$ cat src/rtl/pipe_addsub.sv
// pipe_addsub: pipelined adder/subtractor with a valid/ready handshake.
// The arithmetic is done combinationally ahead of the first register, and the
// result then moves through STAGES register slices together with a valid bit.
// All slices hold while the output is valid and not accepted.
// Optional build macro: ADDSUB_SAT_EN clamps overflowed results. Without it,
// results wrap modulo 2^WIDTH. Latency is the same in both builds.
module pipe_addsub #(
   parameter int WIDTH  = 32,
   parameter int STAGES = 2,
   parameter int SIGNED = 1
) (
   input  logic             clk,
   input  logic             AReset,
   input  logic             add_sub,
   input  logic [WIDTH-1:0] dataa,
   input  logic [WIDTH-1:0] datab,
   input  logic             in_valid,
   output logic             in_ready,
   output logic [WIDTH-1:0] result,
   output logic             cout,
   output logic             overflow,
   output logic             out_valid,
   input  logic             out_ready
);

   logic             advance;
   logic [WIDTH-1:0] b_op;
   logic [WIDTH:0]   sum_ext;
   logic [WIDTH-1:0] sum;
   logic [WIDTH-1:0] res_d;
   logic             cout_d;
   logic             ovf_d;
   logic             sgn_ovf;

   logic [WIDTH-1:0] res_q  [STAGES];
   logic             cout_q [STAGES];
   logic             ovf_q  [STAGES];
   logic             vld_q  [STAGES];

   // Subtraction is computed as a + ~b + 1, so the carry out is already the
   // "no borrow" flag.
   always_comb begin
      b_op    = add_sub ? datab : ~datab;
      sum_ext = {1'b0, dataa} + {1'b0, b_op} + {{WIDTH{1'b0}}, ~add_sub};
      sum     = sum_ext[WIDTH-1:0];
      cout_d  = sum_ext[WIDTH];
      sgn_ovf = (dataa[WIDTH-1] == b_op[WIDTH-1]) && (sum[WIDTH-1] != dataa[WIDTH-1]);
      if (SIGNED != 0) begin
         ovf_d = sgn_ovf;
      end else begin
         ovf_d = add_sub ? cout_d : ~cout_d;
      end
      res_d = sum;
`ifdef ADDSUB_SAT_EN
      // The true result always has the sign of dataa whenever a signed overflow occurs.
      if (ovf_d) begin
         if (SIGNED != 0) begin
            res_d = dataa[WIDTH-1] ? {1'b1, {(WIDTH-1){1'b0}}} : {1'b0, {(WIDTH-1){1'b1}}};
         end else begin
            res_d = add_sub ? {WIDTH{1'b1}} : {WIDTH{1'b0}};
         end
      end
`endif
   end

   // The pipeline moves only when the output slot is free or being consumed.
   always_comb begin
      advance  = !(out_valid && !out_ready);
      in_ready = advance;
   end

   // Pipeline registers. Reset wins over advance and discards in-flight operations.
   always_ff @(posedge clk) begin
      if (AReset) begin
         for (int i = 0; i < STAGES; i++) begin
            res_q[i]  <= '0;
            cout_q[i] <= 1'b0;
            ovf_q[i]  <= 1'b0;
            vld_q[i]  <= 1'b0;
         end
      end else if (advance) begin
         res_q[0]  <= res_d;
         cout_q[0] <= cout_d;
         ovf_q[0]  <= ovf_d;
         vld_q[0]  <= in_valid;
         for (int i = 1; i < STAGES; i++) begin
            res_q[i]  <= res_q[i-1];
            cout_q[i] <= cout_q[i-1];
            ovf_q[i]  <= ovf_q[i-1];
            vld_q[i]  <= vld_q[i-1];
         end
      end
   end

   assign result    = res_q[STAGES-1];
   assign cout      = cout_q[STAGES-1];
   assign overflow  = ovf_q[STAGES-1];
   assign out_valid = vld_q[STAGES-1];

endmodule
$ cat config.mk
export PLATFORM = sky130hd
export DESIGN_NAME = pipe_addsub
export DESIGN_NICKNAME = d
export VERILOG_FILES = /design/src/rtl/pipe_addsub.sv
export SDC_FILE = /design/constraint.sdc
export NUM_CORES = 1
export LEC_CHECK = 0
export BUFFER_PORTS_ARGS = -buffer_cell sky130_fd_sc_hd__buf_2
export CAP_MARGIN = 30
export CORE_MARGIN = 3
export CORE_UTILIZATION = 60
export DETAILED_ROUTE_END_ITERATION = 7
export GPL_TIMING_DRIVEN = 0
export PLACE_DENSITY = 0.93
export SLEW_MARGIN = 20
export SYNTH_ARGS = -nofsm -noshare
export SYNTH_HDL_FRONTEND = slang
export SYNTH_SLANG_ARGS = --single-unit
export TNS_END_PERCENT = 30
$ cat constraint.sdc
create_clock -name clk -period 6.51 [get_ports clk]
set_clock_uncertainty 0.15 [all_clocks]
set_input_delay 0.9765 -clock clk [delete_from_list [all_inputs] [get_ports clk]]
set_output_delay 0.9765 -clock clk [all_outputs]
set_load 0.03 [all_outputs]
## Word-level counts from Yosys, hierarchy flattened

Memory sizes are Yosys's and may differ from the RTL's.
Index checks and enable logic that the tools add are counted.
Widths: inputs -> output; s select.

| storage, ports and cells | value |
|---|---|
| bits in registers | 0 |
| memory bits (writable) | 70 |
| bits of input ports | 69 |
| logic and storage cells | 36 |
| memories | 4 |

| operators by class | value |
|---|---|
| add/sub/neg operators | 2 |
| eq/ne operators | 2 |
| multiplexer cells | 14 |
| bitwise logic cells | 10 |
| reductions and logical operators | 4 |

Memory list:

| name | depth | width | read ports | clocked after memory_dff | wr ports | RTL line | text |
|---|---|---|---|---|---|---|---|
| res_q | 2 | 32 | 2 | 0 | 2 | 35 | `logic [WIDTH-1:0] res_q [STAGES];` |
| cout_q | 2 | 1 | 2 | 0 | 2 | 36 | `logic cout_q [STAGES];` |
| ovf_q | 2 | 1 | 2 | 0 | 2 | 37 | `logic ovf_q [STAGES];` |
| vld_q | 2 | 1 | 2 | 0 | 2 | 38 | `logic vld_q [STAGES];` |

Operators with widths:

| kind | count |
|---|---|
| $mux 32 | 3 |
| $add 32x32->33 | 1 |
| $add 33x1->33 | 1 |
| $not 32->32 | 1 |
| $mux 1 | 11 |
| $or 1x1->1 | 8 |
| $logic_and 1x1->1 | 2 |
| $logic_not 1->1 | 2 |
| $eq 1x1->1 | 1 |
| $ne 1x1->1 | 1 |
| $not 1->1 | 1 |

## Logic depth before layout (Yosys ltp)

| logic depth | value |
|---|---|
| word-level depth | 7 |
| gate-level depth with buffers | 12 |
| depth with buffers taken out | 10 |

## Least setup slack after synthesis

Ideal clock, no wire load.

| timing | value |
|---|---|
| kind | input-to-reg |
| start point | input port add_sub |
| end point | memory res_q[0][31], data pin |
| arrival | 3.613 ns |
| data required time | 6.100 ns |
| setup slack | 2.486 ns |
| stages | 11 |
| buffers on the path | 2 |
| cells stage by stage | clkbuf_1 > buf_1 > xnor2_1 > ha_1 > nand4_2 > or3_1 > a31oi_2 > o21ai_2 > a31oi_4 > a41oi_2 > mux2_4 |

RTL lines:

| item | RTL line | text |
|---|---|---|
| start: declaration | 14 | `input logic add_sub,` |
| end: declaration | 35 |  |

==> results_dict.tcl <==
set metrics [dict create \
    cts_max_level 3 \
    start_util_pct 63.10 \
    power_density_mw_per_mm2 238.5 \
    crit_family "compound AO/OA/AOI/OAI gates" \
    dp_hpwl_mm 8.059 \
    drt_wl_total_mm 10.15 \
    ys_seq_area_share_pct 42.02 \
    worst_pin_slew_ps 883.3 \
    arrival_ps 4120 \
    worstSetupPathType "in2reg" \
    yosysMostFrequentCell "edfxtp_1" \
    rows 32 \
    root_buffer "clkbuf_8" \
    p_int_mw 0.9269 \
    via_count 3876 \
    grt_pass1_vias 3667 \
    synth_largest_area_cell "edfxtp_1" \
    p_comb_share_pct 37.0 \
    yosysWarnings 0 \
    hold_class "reg2reg" \
    async_reset_ff_share_pct 0 \
    clockPowerShare_pct 20.2 \
    core_mm2 0.007928 \
    ys_top_cells_by_count "edfxtp_1 (70), xnor2_1 (43), and2_1 (38)" \
    synth_nets 588 \
    synth_cells 487 \
    post_cts_buffers 0 \
    synth_top_area_share_pct 42.02 \
    synth_flop_cell "edfxtp_1" \
    report.final.slew_viol_count 0 \
    insertion_delay_ps 320 \
    drtIter0Drc 290 \
    place.gp.congestion 0.8925 \
    antenna_cells 0 \
    wl_per_cell_um 14.34 \
    clock_sinks 70 \
    firstDrtPassIters 5 \
    pre_cts_ws_ps 1985 \
    path_clk_slew_ps 70 \
    cts_made_buffers 9 \
    syn_area_per_cell_um2 10.27 \
    start_kind "primary input" \
    drc_errors 0 \
    crit_slowest_cell "buf_1" \
    synth_cell_types 58 \
    grt-busiest-layer "met2" \
    ioPinCount 105 \
    grtUsageMet2_pct 35.51 \
    setup_tns_ps 0 \
    drtAntennaViolNets 0 \
    grtUsageMet3_pct 1.938 \
    hold_viol 0 \
    grt_use_met1_pct 30.05 \
    grt_pass1_wl_mm 16.77 \
    routed_via_density 5.475 \
    syn_area_mm2 0.005002 \
    netSwitchingPower_mw 0.4596 \
    period_share_pct 64.37 \
    synth_edf_count 70 \
    floorplan.die.height_um 97.31 \
    grt_max_degree 71 \
    chipWidth_um 97.31 \
    drive_above_1_share_pct 30.20 \
    fp.dieArea_mm2 0.009469 \
    antenna_found_initial 0 \
    cp_max_fo 10 \
    overflow 0 \
    crit_path_end_kind "flop" \
    vdd_drop_max_v 0.0001119 \
    p_leak_nw 2.646 \
    n_fill_cell 607 \
    finalCriticalPeriod_ps 4190 \
    ctsHoldBuffers 0 \
    track_usage_pct 21.37 \
    seq_power_share_pct 42.8 \
    multi_input_area_mm2 0.002479 \
    worst_path_largest_cell_delay_ps 560 \
    rsz0062_at_grt "false" \
    area_delta_synth_final_pct 16.21 \
    ctsResizeCount 0 \
    setup_viol 0 \
    outcome "finished clean" \
    io_buffers 103 \
    fin_nets 702 \
    cp.buffers_inverters 2 \
    crit_required_ps 6440 \
    swShare_pct 33.15 \
    slew_headroom_pct 41.12 \
    fmax_ghz 0.2386 \
    layout.area.seq_mm2 0.002102 \
    clk_path_buf_depth 2 \
    cts_tree "yes" \
    cap_violations 0 \
    fin_ws_ps 2320 \
    ys_ff_latch 70 \
    worstPathCellList "clkbuf_1 > buf_1 > xnor2_1 > ha_1 > nand4_2 > or3_1 > a31oi_2 > o21ai_2 > a31oi_4 > a41oi_2 > mux2_4" \
    ys_top_cells_by_area "edfxtp_1 (42%), ha_1 (7.8%), xnor2_1 (7.5%), buf_4 (5.4%), and2_1 (4.8%)" \
]
-- cells in the final DEF, fill, tap and decap left out, drive strengths merged, types with 5 or more instances in the layout --
cell,count
buf,144
edfxtp,70
xnor2,43
and2,38
nor2,36
a21oi,33
ha,31
nand2,26
o21ai,22
clkbuf,22
a21o,15
inv,12
nor3,11
nand4,10
o21a,9
nand3,8
a211oi,8
a31oi,7
nand2b,6
xor2,5
clkinv,5
-- per-layer routing --
metal  share of wire [%]  vias to the layer above
met4                 1.0                        0
met2                  48                      138
met3                 5.5                       13
met1                  45                     1769
met5                   0                        -
li1                    -                     1956
-- cell families after synthesis --
family / after synthesis / share of synthesized area [%]
AND/OR/NAND/NOR: 153 / 16.18
AO/OA/AOI/OAI: 115 / 16.06
flip-flops: 70 / 42.02
buffers and inverters: 66 / 8.479
XOR/XNOR: 48 / 8.404
adder cells (fa/ha/maj): 32 / 8.154
multiplexers: 3 / 0.7003
-- power by group through the flow --
stage | Combinational, mW | Clock (mW) | Sequential (mW)
finish | 0.513 | 0.281 | 0.593
global route | 0.563 | 0.305 | 0.598
CTS | 0.510 | 0.283 | 0.593
detailed placement | 0.507 | 0 | 0.602
global placement | 0.494 | 0 | 0.598
floorplan | 0.385 | 0 | 0.598
-- state kept, by name, summed over array words and instances (netlist names) --
signal	cells
res_q	64
vld_q	2
ovf_q	2
cout_q	2
-- stage by stage --
stage	hold slack, ps	utilization [%]	std cells	instance area (µm²)	power, mW
2_1_floorplan	346.7	-	487	5002	0.9834
3_3_place_gp	350.4	71.21	692	5645	1.091
3_5_place_dp	356.6	71.24	692	5648	1.109
4_1_cts	372.8	73.33	708	5813	1.386
5_1_grt	381.6	73.33	708	5813	1.465
6_report	372.3	73.33	708	5813	1.386
-- area by class of cell --
type / count / share of cell area, %
Multi-Input combinational cell: 351 / 42.64
Sequential cell: 70 / 36.16
Timing Repair Buffer: 103 / 8.868
Buffer: 54 / 6.522
Tap cell: 102 / 2.195
Clock buffer: 9 / 2.131
Inverter: 12 / 0.7749
Clock inverter: 7 / 0.7103
-- worst paths after layout --
kind / from / end / slack, ps / cells past startpoint
worst max register to register: vld_q[0][1] / res_q[0][22] / 4450 / 6
worst min register to register: vld_q[0][0] / vld_q[0][1] / 370 / 1
worst max-delay path: add_sub / res_q[0][31] / 2320 / 11
worst min-delay path: vld_q[0][0] / vld_q[0][1] / 370 / 1
Note: power is estimated with default switching activity, not from simulation.
